==> config.mk <==
export PLATFORM = sky130hd
export DESIGN_NAME = aes_inv_round_core
export DESIGN_NICKNAME = d
export VERILOG_FILES = /design/src/rtl/aes_inv_round_core.sv
export SDC_FILE = /design/constraint.sdc
export NUM_CORES = 1
export LEC_CHECK = 0
export ABC_AREA = 1
export BUFFER_PORTS_ARGS = -buffer_cell sky130_fd_sc_hd__buf_2
export CORE_UTILIZATION = 45
export DETAILED_ROUTE_END_ITERATION = 10
export PLACE_DENSITY = 0.69
export SKIP_CTS_REPAIR_TIMING = 1
export SLEW_MARGIN = 10
export SYNTH_ARGS = -nofsm -noshare
export SYNTH_HDL_FRONTEND = slang
export SYNTH_SLANG_ARGS = --single-unit
export TNS_END_PERCENT = 1
==> constraint.sdc <==
create_clock -name clk -period 8.6 [get_ports clk]
set_input_delay 1.29 -clock clk [delete_from_list [all_inputs] [get_ports clk]]
set_output_delay 1.29 -clock clk [all_outputs]
set_load 0.005 [all_outputs]
==> src/rtl/aes_inv_round_core.sv <==
// AES decrypt round datapath without InvSubBytes.
// Two-stage valid/ready pipe: InvShiftRows+AddRoundKey, then optional InvMixColumns.
module aes_inv_round_core (
    input  logic         clk,
    input  logic         rst,
    input  logic         in_valid,
    output logic         in_ready,
    input  logic [127:0] block,
    input  logic [127:0] round_key,
    input  logic         last,
    output logic         out_valid,
    input  logic         out_ready,
    output logic [127:0] new_block
);

    logic         s1_valid_q, s1_valid_d;
    logic         s1_last_q, s1_last_d;
    logic [127:0] s1_data_q, s1_data_d;
    logic         s2_valid_q, s2_valid_d;
    logic [127:0] s2_data_q, s2_data_d;
    logic         s2_adv;
    logic         s1_acc;

    function automatic logic [7:0] xt(input logic [7:0] b);
        return {b[6:0], 1'b0} ^ (b[7] ? 8'h1b : 8'h00);
    endfunction

    // Row r of the state rotates right by r byte positions
    function automatic logic [127:0] inv_shift(input logic [127:0] s);
        logic [127:0] o;
        o = '0;
        for (int c = 0; c < 4; c++) begin
            for (int r = 0; r < 4; r++) begin
                o[127-8*(r+4*c) -: 8] = s[127-8*(r+4*((c-r+4)%4)) -: 8];
            end
        end
        return o;
    endfunction

    function automatic logic [31:0] inv_mix_col(input logic [31:0] col);
        logic [7:0] a  [4];
        logic [7:0] m9 [4];
        logic [7:0] mb [4];
        logic [7:0] md [4];
        logic [7:0] me [4];
        logic [7:0] x2, x4, x8;
        for (int i = 0; i < 4; i++) begin
            a[i]  = col[31-8*i -: 8];
            x2    = xt(a[i]);
            x4    = xt(x2);
            x8    = xt(x4);
            m9[i] = x8 ^ a[i];
            mb[i] = x8 ^ x2 ^ a[i];
            md[i] = x8 ^ x4 ^ a[i];
            me[i] = x8 ^ x4 ^ x2;
        end
        return {me[0] ^ mb[1] ^ md[2] ^ m9[3],
                m9[0] ^ me[1] ^ mb[2] ^ md[3],
                md[0] ^ m9[1] ^ me[2] ^ mb[3],
                mb[0] ^ md[1] ^ m9[2] ^ me[3]};
    endfunction

    function automatic logic [127:0] inv_mix(input logic [127:0] s);
        logic [127:0] o;
        o = '0;
        for (int c = 0; c < 4; c++) begin
            o[127-32*c -: 32] = inv_mix_col(s[127-32*c -: 32]);
        end
        return o;
    endfunction

    assign s2_adv    = s1_valid_q & (~s2_valid_q | out_ready);
    assign in_ready  = ~s1_valid_q | s2_adv;
    assign s1_acc    = in_valid & in_ready;
    assign out_valid = s2_valid_q;
    assign new_block = s2_data_q;

    always_comb begin
        s1_valid_d = s1_acc | (s1_valid_q & ~s2_adv);
        s1_data_d  = s1_data_q;
        s1_last_d  = s1_last_q;
        s2_valid_d = s2_adv | (s2_valid_q & ~out_ready);
        s2_data_d  = s2_data_q;
        if (s1_acc) begin
            s1_data_d = inv_shift(block) ^ round_key;
            s1_last_d = last;
        end
        if (s2_adv) begin
            s2_data_d = s1_last_q ? s1_data_q : inv_mix(s1_data_q);
        end
    end

    always_ff @(posedge clk or posedge rst) begin
        if (rst) begin
            s1_valid_q <= 1'b0;
            s1_last_q  <= 1'b0;
            s1_data_q  <= '0;
            s2_valid_q <= 1'b0;
            s2_data_q  <= '0;
        end else begin
            s1_valid_q <= s1_valid_d;
            s1_last_q  <= s1_last_d;
            s1_data_q  <= s1_data_d;
            s2_valid_q <= s2_valid_d;
            s2_data_q  <= s2_data_d;
        end
    end

endmodule
After elaboration in Yosys (flattened, before gate mapping). Index checks and enable logic that the tools add are counted.

Bitwise gates (word level): 205. Multiplexer cells: 49.

Operators with widths (count): 8-bit bitwise XOR (144); 8-bit by 5-bit bitwise XOR with 8-bit output (48); 5-bit two-way mux (48); 128-bit two-way mux (1); 128-bit bitwise XOR (1); 1-bit AND (4); 1-bit NOT (4); 1-bit bitwise OR (4).

Output and inout port bits: 130. Input port bits: 261. Word-level logic and storage cells: 259. Bits in registers: 259.

Longest topological paths before layout. Gate-level depths: netlist of the first run.

Depth in word-level cells: 12. Depth in mapped cells: 18. Depth with buffers taken out: 17.

Worst setup path before layout of the first run. OpenSTA, ideal clock, no wires.

Path type: input -> output. From: in out_ready. To: out in_ready. Stages on the path: 2. Data arrival time: 1439 ps. Slack: 5871 ps. Buffers on the path: 0. Path through: inv_1 > nand3_1.

Longest elaborated chain between the ends: 3.

Ends and longest elaborated chain: from (decl) (RTL line 12) `input logic out_ready,`; 1-bit bitwise OR (RTL line 72) `assign s2_adv = s1_valid_q & (~s2_valid_q | out_ready);`; 1-bit AND (RTL line 72); 1-bit bitwise OR (RTL line 73) `assign in_ready = ~s1_valid_q | s2_adv;`; to (decl) (RTL line 7) `output logic in_ready,`.

Every way passes these cells.

Worst setup path in the final report of the first run.
From: in out_ready. To: reg s2_data_q[65], in the netlist new_block[65].

Longest elaborated chain between the ends: 2.

Ends and longest elaborated chain: 1-bit bitwise OR (RTL line 72); 1-bit AND (RTL line 72); to (signal assigned) (RTL line 105) `s2_data_q <= s2_data_d;`; to (decl) (RTL line 20) `logic [127:0] s2_data_q, s2_data_d;`.

Every way passes these cells. A chain may end at the register's enable or synchronous reset.

==> results of run 1 <==
-- layer usage --
metal,up-vias,routed length (um)
met5,-,0
met2,978,38370
li1,12910,-
met1,11730,37980
met3,105,6114
met4,0,2017
-- flip-flops by register name, summed over array words and instances (netlist names) --
register / count
out_valid: 1
s1_data_q: 128
s1_last_q: 1
new_block: 128
s1_valid_q: 1
-- logic make-up (layout without fill, tap and decap cells) --
| group | after synthesis | in the layout | synth area share (%) |
|---|---|---|---|
| buf+inv | 469 | 759 | 8.157 |
| simple gates | 2296 | 2296 | 36.36 |
| xor+xnor | 702 | 702 | 24.83 |
| flops | 259 | 259 | 24.85 |
| compound gates | 301 | 301 | 5.796 |
-- path summary, 6_finish.rpt --
check / from / slack (ps) / end / cells after the start
worst max-delay path: out_ready / 5490 / new_block[65] / 8
worst min-delay path: new_block[86] / 470 / new_block[86] / 2
worst max register to register: out_valid / 5970 / new_block[65] / 6
worst min register to register: new_block[86] / 470 / new_block[86] / 2
max in group asynchronous: rst / 6420 / new_block[84] / 3
min in group asynchronous: rst / 810 / s1_data_q[124] / 2
-- stage by stage --
step	setup WS [ps]	area (um^2)	hold slack [ps]
4_1_cts	5542	29210	476.1
2_1_floorplan	183.2	26080	456.0
3_3_place_gp	5054	28120	459.5
5_1_grt	5319	29210	492.0
3_5_place_dp	4951	28120	460.2
6_report	5487	29210	471.5
-- synthesized netlist by cell type, types with 2 or more instances --
library cell	instances
clkinv_1	2
nand3b_1	30
or2_1	11
clkbuf_1	57
dfrtp_1	259
nand2_2	77
buf_4	23
o21ai_1	9
buf_2	55
a21oi_1	138
buf_1	3
inv_2	43
xnor2_1	309
inv_1	242
nand4_1	6
nor2_1	23
clkbuf_2	7
xor2_1	354
nand2_4	19
xor2_2	17
nand2_1	1843
nand3_1	282
o21ai_0	152
nand3_2	2
buf_6	22
xnor2_2	19
xnor2_4	2
inv_4	15
nand2b_1	2
-- final cells by class --
| type | instances | area share (%) |
|---|---|---|
| multi-input cells | 3299 | 59.84 |
| well taps | 756 | 3.238 |
| inverters | 302 | 4.043 |
| clock buffers | 49 | 3.281 |
| flip-flops and latches | 259 | 22.20 |
| repair buffers | 398 | 6.930 |
| clock inverters | 10 | 0.4668 |
-- critical path, delay by kind of cell --
| kind | cells | cell delay, ps |
|---|---|---|
| buffers and inverters | 3 | 1040 |
| and+or+nand+nor | 3 | 910 |
| AOI/OAI and AO/OA | 2 | 230 |
-- power breakdown --
group | leakage [nW] | switching (mW) | internal [mW] | total [mW]
registers | 3.17 | 0.471 | 1.57 | 2.04
logic | 12.2 | 3.73 | 2.18 | 5.91
clock network | 0.525 | 0.575 | 0.863 | 1.44
==> flow_metrics.tcl, run 1 <==
set metrics [dict create \
    status "finished clean" \
    final_nets 4555 \
    root_buffer "clkbuf_16" \
    multi_input_area_um2 17480 \
    cts.htree.levels 2 \
    grt_use_met2_pct 45.77 \
    final_cell_mix "nand2_1 (1841), buf_2 (390), xor2_1 (354), xnor2_1 (309), nand3_1 (282)" \
    syn_nets 4288 \
    worst_path_largest_cell_delay_ps 880 \
    track_usage_pct 28.22 \
    io_pins 391 \
    power_mw 9.384 \
    syn_inst 4027 \
    grt_pass1_vias 23330 \
    finalHoldViolations 0 \
    synth-seq-cells 259 \
    coreArea_um2 56820 \
    port_buffers 390 \
    hold_class "reg2reg" \
    stdcell_count 5073 \
    synthFlopType "dfrtp_1" \
    synth_largest_area_cell "nand2_1" \
    maxSlewViolCount 0 \
    via_per_inst 5.071 \
    std_cell_rows 87 \
    globalplace.congestion 0.9697 \
    detail-route-antenna-nets 0 \
    grt_max_degree 162 \
    dieWidth_um 242.7 \
    power_density_nw_per_um2 321.2 \
    clock-sinks 259 \
    synth.top_cell.area_share_pct 26.53 \
    postRouteWirelength_mm 84.48 \
    seqCellArea_um2 6485 \
    antenna_found_initial 2 \
    relSlewSlack_pct 30.24 \
    grtUsageMet1_pct 39.22 \
    rsz0062_at_grt "no" \
    cp-start-kind "input pin" \
    fmax_ghz 0.3212 \
    final_common_cell "nand2_1" \
    drc 0 \
    synth_edf_count 0 \
    n_fill_cell 5840 \
    synth_area_leaders "nand2_1 (27%), dfrtp_1 (25%), xor2_1 (12%)" \
    die_y_um 242.7 \
    async_reset_ff_share_pct 100.0 \
    grt_util_met3_pct 3.748 \
    cp_common_cell "nand2_1" \
    hpwlAfterDp_mm 65.18 \
    antenna_cells 0 \
    worstMarginPinSlew_ps 1046 \
    grt_pass1_wl_mm 131.8 \
    vdd_ir_drop_max_uv 189.6 \
    skew_ps 24.38 \
    wl_per_cell_um 16.65 \
    critPathMaxFanout 92 \
    critPathRequiredTime_ps 9040 \
    areaGrowthSynthToFinish_pct 12.03 \
    end_kind "flip-flop" \
    cts_tree "built" \
    worstSetupPathType "in2reg" \
    maxCapViolations 0 \
    top_usage_layer "met2" \
    synth-seq-area-share_pct 24.85 \
    numCtsBuffers 34 \
    leakage_nw 15.86 \
    crit_slowest_cell "buf_4" \
    dr_total_vias 25720 \
    dieArea_um2 58910 \
    clockBufferDepth 3 \
    layout-drive-gt1-share_pct 14.96 \
    firstDrtPassIters 8 \
    syn_area_um2 26080 \
    grt-ovfl-total 0 \
    start_util_pct 45.89 \
    fin_setup_tns_ps 0 \
    cp.arrival_ps 3550 \
    clk_latency_ps 560 \
    clkTransAtPathRegs_ps 50 \
    final_util_pct 51.41 \
    yosys_warnings 0 \
    first_iter_violations 2230 \
    avgSynthCellArea_um2 6.475 \
    dp_cells 5014 \
    path_cells "buf_2, inv_1, nand2_1, nand2_4, buf_4, a21oi_1, o21ai_1, nand2_1" \
    finalSetupViolations 0 \
    post_synth_num_cell_types 33 \
    finalCriticalPeriod_ps 3113 \
    finalCritPeriodShare_pct 36.20 \
]
Power figures use the tool's default switching activity.
==> run 2: changes to the inputs <==
- clock period: 8.6 -> 2.7 ns (I/O delays scaled with it)
==> run 2 against run 1 <==
Net effect: total power grew to 3.2 times the previous value; critical endpoint is now new_block[86]; setup slack lost 5000 ps; largest cell class unchanged; final cell count grew 0.81%; clock power grew to 3.1 times the previous value; global-route usage grew 0.89 points; die area is the same; first-iteration DRC count grew 15%; clock-buffer cell count shrank 6.
==> flow_metrics.tcl, run 2 (synthesized netlist as in run 1, its figures left out) <==
set metrics [dict create \
    status "finished clean" \
    antenna_found_initial 1 \
    die_y_um 242.7 \
    clk_latency_ps 610 \
    end_kind "flip-flop" \
    drc 0 \
    hold_class "in2reg" \
    p_sw_share_pct 50.91 \
    clkPwrFrac_pct 14.7 \
    stdcell_count 5114 \
    final_cell_area_um2 29710 \
    hpwlAfterDp_mm 68.96 \
    layout-drive-gt1-share_pct 15.83 \
    critPathMaxFanout 13 \
    power_mw 29.95 \
    intPower_mw 14.70 \
    min-delay-start "in_valid" \
    std_cell_rows 87 \
    crit_slowest_cell "dfrtp_1" \
    final_common_cell "nand2_1" \
    path_cells "inv_2, nand2_1, nand2_1, nand2_1, nand2_1, inv_1, xor2_1, nand3b_1, nand3_1, nand2_1, nand2_1" \
    cp_top_family "simple AND/OR/NAND/NOR gates" \
    r2r_cells 11 \
    root_buffer "clkbuf_16" \
    combPwrFrac_pct 63.9 \
    start_util_pct 45.89 \
    cts.htree.levels 1 \
    maxSlewViolCount 0 \
    endpoint "new_block[86]" \
    power_density_nw_per_um2 1008 \
    path_buf_inv 2 \
    first_iter_violations 2564 \
    worstSetupPathType "reg2reg" \
    final_cell_mix "nand2_1 (1841), buf_2 (390), xor2_1 (354), xnor2_1 (309), nand3_1 (282)" \
    reg2reg_slack_ps 440 \
    relSlewSlack_pct 55.86 \
    grt_max_degree 81 \
    finalCriticalPeriod_ps 2261 \
    track_usage_pct 29.11 \
    clock-sinks 259 \
    io_pins 391 \
    numCtsBuffers 31 \
    cp.depth 11 \
    grt_pass1_vias 23730 \
    finalHoldViolations 0 \
    timing.rr.start "s1_data_q[95]" \
    critPathRequiredTime_ps 3190 \
    coreArea_um2 56820 \
    dp_cells 5057 \
    grt-ovfl-total 0 \
    fmax_ghz 0.4423 \
    p_switching_mw 15.25 \
    postRouteWirelength_mm 87.51 \
    rsz0062_at_grt "no" \
    cp.arrival_ps 2760 \
    detail-route-antenna-nets 0 \
    clockBufferDepth 3 \
    antenna_cells 0 \
    vdd_ir_drop_max_uv 668.4 \
    dieArea_um2 58910 \
    final_nets 4596 \
    pwr-share-seq_pct 21.5 \
    cts_tree "built" \
    wl_per_cell_um 17.11 \
    dieWidth_um 242.7 \
    worstMarginPinSlew_ps 662.1 \
    worst_path_largest_cell_delay_ps 720 \
    skew_ps 22.77 \
    areaGrowthSynthToFinish_pct 13.95 \
    cp_common_cell "nand2_1" \
    r2r_end "new_block[86]" \
    via_per_inst 5.095 \
    grt_pass1_wl_mm 135.1 \
    leakage_nw 16.14 \
    globalplace.congestion 1.019 \
    cp-startpoint "s1_data_q[95]" \
    dpl_cell_area_um2 28660 \
    firstDrtPassIters 8 \
    dr_total_vias 26060 \
    clkTransAtPathRegs_ps 60 \
    port_buffers 390 \
    finalSetupViolations 0 \
    cp-start-kind "flip-flop" \
    finalCritPeriodShare_pct 83.74 \
    maxCapViolations 0 \
]
-- run 2: worst min path at each step --
| stage | endpoint | cells past startpoint | slack, ps |
|---|---|---|---|
| 2_1_floorplan | out_valid | 2 | 460 |
| 3_3_place_gp | new_block[49] | 2 | 460 |
| 3_5_place_dp | new_block[49] | 2 | 460 |
| 4_1_cts | new_block[61] | 2 | -160 |
| 5_1_grt | s1_valid_q | 3 | 30 |
| 6_report | s1_valid_q | 3 | 50 |
-- run 2: layer usage --
| layer | GRT usage [%] | vias to the layer above | share of wire (%) |
|---|---|---|---|
| met4 | 8.546 | 0 | 3.2 |
| met5 | 0 | - | 0 |
| met3 | 4.025 | 137 | 7.9 |
| met2 | 46.63 | 1086 | 45 |
| li1 | - | 12970 | - |
| met1 | 40.60 | 11860 | 44 |
-- run 2: stage by stage --
step	setup slack [ps]	setup TNS, ps	utilization [%]	hold slack, ps
after floorplan	-1119	-289710	-	456.0
after global placement	492.1	0	50.44	457.7
after detailed placement	472.9	0	50.44	460.5
after CTS	478.6	0	52.28	-158.4
after global routing	264.1	0	52.29	31.69
final	439.0	0	52.29	48.47
-- run 2: power by group through the flow --
stage	clock, mW	sequential [mW]	combinational (mW)
2_1_floorplan	0	5.73	14.2
3_3_place_gp	0	6.45	18.7
3_5_place_dp	0	6.44	18.8
4_1_cts	4.51	6.40	18.9
5_1_grt	4.64	6.57	21.2
6_report	4.40	6.42	19.1
-- run 2: tightest hold or removal path: stages --
cell     delay (ps)
buf_2           110
inv_1            40
nand2_1          50
-- run 2: area by class of cell --
cell class,instances,area (um^2)
fillers,5813,27110
multi-input cells,3299,17480
flip-flops and latches,259,6485
repair buffers,442,2582
inverters,302,1177
well taps,756,945.9
clock buffers,43,870.8
clock inverters,13,170.2
